File: src/rtl/fa_pipe_nbit.sv
// fa_pipe_nbit -- pipelined ripple-carry adder, {co, s} = a + b + ci.
//
// The WIDTH-bit carry chain is cut into STAGES chunks of CHUNK = WIDTH/STAGES
// bits. Stage k adds chunk k and registers its carry for stage k+1. Operand
// bits that have not been consumed yet travel forward with the data. Sum
// bits accumulate from the LSB upward. One result per clock, latency STAGES.
//
// Ports:
//   clk        rising-edge clock
//   rst_n      asynchronous active-low reset
//   in_valid   operands a/b/ci are valid
//   in_ready   block can take operands this cycle (= not stalled)
//   a, b       WIDTH-bit unsigned operands
//   ci         carry in
//   out_valid  result valid
//   out_ready  downstream accepts the result
//   s          WIDTH-bit sum
//   co         carry out of bit WIDTH-1
//   ovf        (only with FA_PIPE_OVERFLOW_EN) two's-complement overflow
//
// Build option: define FA_PIPE_OVERFLOW_EN to add the registered ovf output.

module fa_pipe_nbit #(
  parameter int WIDTH  = 16,
  parameter int STAGES = 4
) (
  input  logic             clk,
  input  logic             rst_n,
  input  logic             in_valid,
  output logic             in_ready,
  input  logic [WIDTH-1:0] a,
  input  logic [WIDTH-1:0] b,
  input  logic             ci,
  output logic             out_valid,
  input  logic             out_ready,
  output logic [WIDTH-1:0] s,
  output logic             co
`ifdef FA_PIPE_OVERFLOW_EN
  ,
  output logic             ovf
`endif
);

  localparam int CHUNK = (STAGES > 0) ? (WIDTH / STAGES) : 1;

  if (STAGES < 1 || (WIDTH % STAGES) != 0) begin : g_bad_cfg
    $error("fa_pipe_nbit: WIDTH (%0d) must be a non-zero multiple of STAGES (%0d)",
           WIDTH, STAGES);
  end

  // The whole pipeline moves or holds as one unit. Nothing moves only while a
  // valid result waits at the output.
  logic stall;
  logic advance;

  assign stall    = out_valid & ~out_ready;
  assign advance  = ~stall;
  assign in_ready = advance;

  genvar gi;
  for (gi = 0; gi < STAGES; gi++) begin : g_stage
    // Operand bits still needed from this stage on: global bits
    // [WIDTH-1 : gi*CHUNK]. Local bit 0 is the LSB of this stage's chunk.
    localparam int W_IN = WIDTH - gi * CHUNK;

    logic [W_IN-1:0]          opa_src;
    logic [W_IN-1:0]          opb_src;
    logic                     cin_src;
    logic                     vld_src;
    logic [CHUNK:0]           sum_part;
    logic [(gi+1)*CHUNK-1:0]  sum_next;

    logic                     vld_reg;
    logic                     cy_reg;
    logic [(gi+1)*CHUNK-1:0]  sum_reg;

    if (gi == 0) begin : g_head
      assign opa_src  = a;
      assign opb_src  = b;
      assign cin_src  = ci;
      assign vld_src  = in_valid;
      assign sum_next = sum_part[CHUNK-1:0];
    end else begin : g_body
      assign opa_src  = g_stage[gi-1].g_fwd.opa_reg;
      assign opb_src  = g_stage[gi-1].g_fwd.opb_reg;
      assign cin_src  = g_stage[gi-1].cy_reg;
      assign vld_src  = g_stage[gi-1].vld_reg;
      // New chunk goes above the lower sum bits already computed.
      assign sum_next = {sum_part[CHUNK-1:0], g_stage[gi-1].sum_reg};
    end

    assign sum_part = {1'b0, opa_src[CHUNK-1:0]}
                    + {1'b0, opb_src[CHUNK-1:0]}
                    + {{CHUNK{1'b0}}, cin_src};

    // Data registers load only for valid entries. A bubble leaves the old
    // result in place, so s/co keep the last real sum while out_valid is 0.
    always_ff @(posedge clk or negedge rst_n) begin
      if (!rst_n) begin
        vld_reg <= 1'b0;
        cy_reg  <= 1'b0;
        sum_reg <= '0;
      end else if (advance) begin
        vld_reg <= vld_src;
        if (vld_src) begin
          cy_reg  <= sum_part[CHUNK];
          sum_reg <= sum_next;
        end
      end
    end

    // Pass the unconsumed upper operand bits to the next stage. The last
    // stage has none left to pass on.
    if (gi < STAGES - 1) begin : g_fwd
      logic [W_IN-CHUNK-1:0] opa_reg;
      logic [W_IN-CHUNK-1:0] opb_reg;

      always_ff @(posedge clk or negedge rst_n) begin
        if (!rst_n) begin
          opa_reg <= '0;
          opb_reg <= '0;
        end else if (advance && vld_src) begin
          opa_reg <= opa_src[W_IN-1:CHUNK];
          opb_reg <= opb_src[W_IN-1:CHUNK];
        end
      end
    end

`ifdef FA_PIPE_OVERFLOW_EN
    // Signed overflow: both operands have the same sign and the sum sign
    // differs from it. This equals carry-in(MSB) xor carry-out(MSB). The
    // operand MSBs are only present in the last stage's chunk.
    if (gi == STAGES - 1) begin : g_ovf
      logic ovf_next;
      logic ovf_reg;

      assign ovf_next = (opa_src[CHUNK-1] ~^ opb_src[CHUNK-1])
                      & (sum_part[CHUNK-1] ^ opa_src[CHUNK-1]);

      always_ff @(posedge clk or negedge rst_n) begin
        if (!rst_n) begin
          ovf_reg <= 1'b0;
        end else if (advance && vld_src) begin
          ovf_reg <= ovf_next;
        end
      end
    end
`endif
  end

  assign out_valid = g_stage[STAGES-1].vld_reg;
  assign s         = g_stage[STAGES-1].sum_reg;
  assign co        = g_stage[STAGES-1].cy_reg;
`ifdef FA_PIPE_OVERFLOW_EN
  assign ovf       = g_stage[STAGES-1].g_ovf.ovf_reg;
`endif

endmodule

File: config.mk
export PLATFORM = sky130hd
export DESIGN_NAME = fa_pipe_nbit
export DESIGN_NICKNAME = d
export VERILOG_FILES = /design/src/rtl/fa_pipe_nbit.sv
export SDC_FILE = /design/constraint.sdc
export NUM_CORES = 1
export LEC_CHECK = 0
export CORE_ASPECT_RATIO = 0.9
export CORE_MARGIN = 8
export CORE_UTILIZATION = 32
export DETAILED_ROUTE_END_ITERATION = 7
export DONT_BUFFER_PORTS = 1
export PLACE_DENSITY_LB_ADDON = 0.12
export SYNTH_ARGS = -nofsm -noshare
export SYNTH_HDL_FRONTEND = slang
export SYNTH_SLANG_ARGS = --single-unit
File: constraint.sdc
create_clock -name clk -period 3.4 [get_ports clk]
set_input_delay 0.51 -clock clk [delete_from_list [all_inputs] [get_ports clk]]
set_output_delay 0.51 -clock clk [all_outputs]
set_load 0.1 [all_outputs]
==> summary.txt <==
# rows = 40
CP Cell Sequence = nor2b_4 -> inv_4 -> nand2_1 -> buf_4 -> mux2_2
Tcrit/Tclk final = 65.7%
register area share after synthesis = 56.2%
fraction of layout cells with a size suffix above 1 = 32.8%
Power Density = 1130 mW/mm^2
Die ar. = 0.0173 sq mm
Yosys Warn Count = 0
largest net degree at the start of global routing = 97
vias in the first global route = 2419
Final Hold Fails = 0
Avg WL per Cell = 17.2 um
first-pass GRT wire length = 13100 um
post-synth cell types = 27
Vert. Die Dim = 126 um
cell count after synthesis = 287
max-cap violations = 0
CTS Buffer Depth = 2
GRT Total Usage = 9.95%
Yosys top cell area share = 56.2%
CP Buf/Inv Count = 2
antenna diode count = 0
Layout Cells excl Fill = 464
area after detailed placement = 0.00439 sq mm
cell taking the most area after synthesis = dfrtp_1
setup tns final = 0 ns
reg2reg start = out_valid
Critical Path End Type = register
worst-path maximum fanout = 16
Worst Path Arrival = 2.46 ns
syn nets = 344
Final min period = 2.24 ns
CP Launch Point = out_valid
Port-buffer cells = 0
worst relative slew slack = 37.5%
syn_area_per_cell = 14.9 sq um
WS Path Type = register to register
total CTS buffers = 9
register bit total from synthesis = 96
Routed Antenna Nets = 0
DP Worst Slack = 0.965 ns
slowest CP cell = nand2_1
Worst setup SP type = register
P&R area growth vs syn = 9.89%
Commonest cells post-synth = 96 x dfrtp_1, 53 x mux2_2, 26 x o21ai_0, 23 x mux2_4, 13 x inv_1
FFs w/ async S/R, synth = 100%
final cell area excluding filler cells = 0.00470 sq mm
clk_skew = 0.00374 ns
Slew Limit Fails = 0
Detailed Route WL = 8000 um
CTS HTree Levels = 3
ranking of synthesized cells by area = dfrtp_1 56%, mux2_2 14%, mux2_4 8.1%
worst slew pin tran = 0.938 ns
post-layout net count = 348
initial core utilization = 32.4%
CP delay by family, top = simple AND/OR/NAND/NOR gates
Synth Flop Type = dfrtp_1
DR vias = 2185
die width = 138 um
clk_lat worst skew = 0.34 ns
RePlAce Congestion = 0.744
total grt overflow = 0
HP Class = input port to async pin
Critical Path RT = 3.62 ns
critical path's largest stage delay = 0.46 ns
Num Clock Sinks = 96
DRT iter0 DRCs = 93
P_leak = 0.00210 uW
dpl cells = 447
f_max = 0.447 GHz
Core ar. = 0.0132 sq mm
final core utilization = 35.6%
most frequent cell after synthesis = dfrtp_1
CTS resizes = 0
Post-Syn Area = 0.00428 sq mm
post-DP HPWL = 5460 um
drt pass-1 iters = 4
# IOs = 56
Worst Setup Slack, final = 1.16 ns
Post-synth EDFFs = 0
Avg Vias per Cell = 4.71
final setup vio count = 0
peak supply drop = 0.411 mV
Worst-path clk slew = 0.06 ns
DRC viols = 0
status = finished clean
CTS tree = yes
root buf cell = clkbuf_16
RSZ-0062 raised after global routing = no
initial antenna violation count = 0
-- cells in the final DEF (no fill, tap or decap), types with 2 or more instances in the layout --
cell       Yosys  routed
nor2b_1        3       3
nand2_1        2       2
and3b_1        4       4
o31ai_1        4       4
nand3_1        4       4
a21oi_1       11      11
nor3_1         3       3
fa_1           8       8
buf_4          3       2
nand2_8        2       2
dfrtp_1       96      96
mux2_4        23      23
mux2_2        53      53
a21boi_0       4       4
o21ai_0       26      26
clkbuf_1       1       3
inv_1         13      13
ha_1          12      12
xor2_1         3       3
clkinv_2       0       3
clkbuf_16      0       9
-- metrics by stage --
stage | hold WS, ns | power, uW
6_report | 0.0802 | 5320
3_5_place_dp | 0.219 | 4400
4_1_cts | 0.106 | 5440
2_1_floorplan | 0.214 | 4050
3_3_place_gp | 0.219 | 4360
5_1_grt | 0.0974 | 5700
-- timing repair --
action | in CTS | in global routing
hold buffers | 1 | 0
setup endpoints to repair | 0 | 0
endpoints found under the hold margin | 96 | 0
buffers inserted | 0 | 0
-- worst paths after layout --
kind / to / cells after the start / slack, ns
worst max-delay path: g_stage[2].sum_reg[9] / 5 / 1.16
worst min-delay path: s[1] / 1 / 0.08
worst max register to register: g_stage[2].sum_reg[9] / 5 / 1.16
worst min register to register: g_stage[0].g_fwd.opa_reg[8] / 1 / 0.50
max in group asynchronous: g_stage[2].vld_reg / 1 / 2.91
min in group clk: g_stage[0].g_fwd.opa_reg[6] / 1 / 0.30
-- cells by family (layout without fill, tap and decap cells) --
logic type,Yosys count,after routing,synth area share (%)
AND/OR/NAND/NOR,20,20,3.66
buffers and inverters,24,33,3.89
flip-flops,96,96,56.2
multiplexers,77,77,22.3
AO/OA/AOI/OAI,46,46,5.91
XOR/XNOR,4,4,0.819
adder cells (fa/ha/maj),20,20,7.26
-- power breakdown --
group,switching (uW),internal [uW]
logic,724,908
clock network,405,567
registers,1070,1640
-- area by class of cell --
type | instances | area (sq um)
flip-flops and latches | 96 | 2400
well taps | 168 | 210
clock inverters | 4 | 45.0
inverters | 14 | 55.1
repair buffers | 3 | 42.5
multi-input cells | 167 | 1710
clock buffers | 12 | 236
fillers | 1296 | 8510
-- metal layers --
| metal | share of wire [%] | up-vias | global-route usage, % |
|---|---|---|---|
| li1 | - | 1036 | - |
| met1 | 44 | 1101 | 11.8 |
| met2 | 49 | 39 | 15.7 |
| met3 | 5.4 | 9 | 4.65 |
| met4 | 1.6 | 0 | 2.97 |
| met5 | 0 | - | 0 |
(Power assumes the default switching activity.)
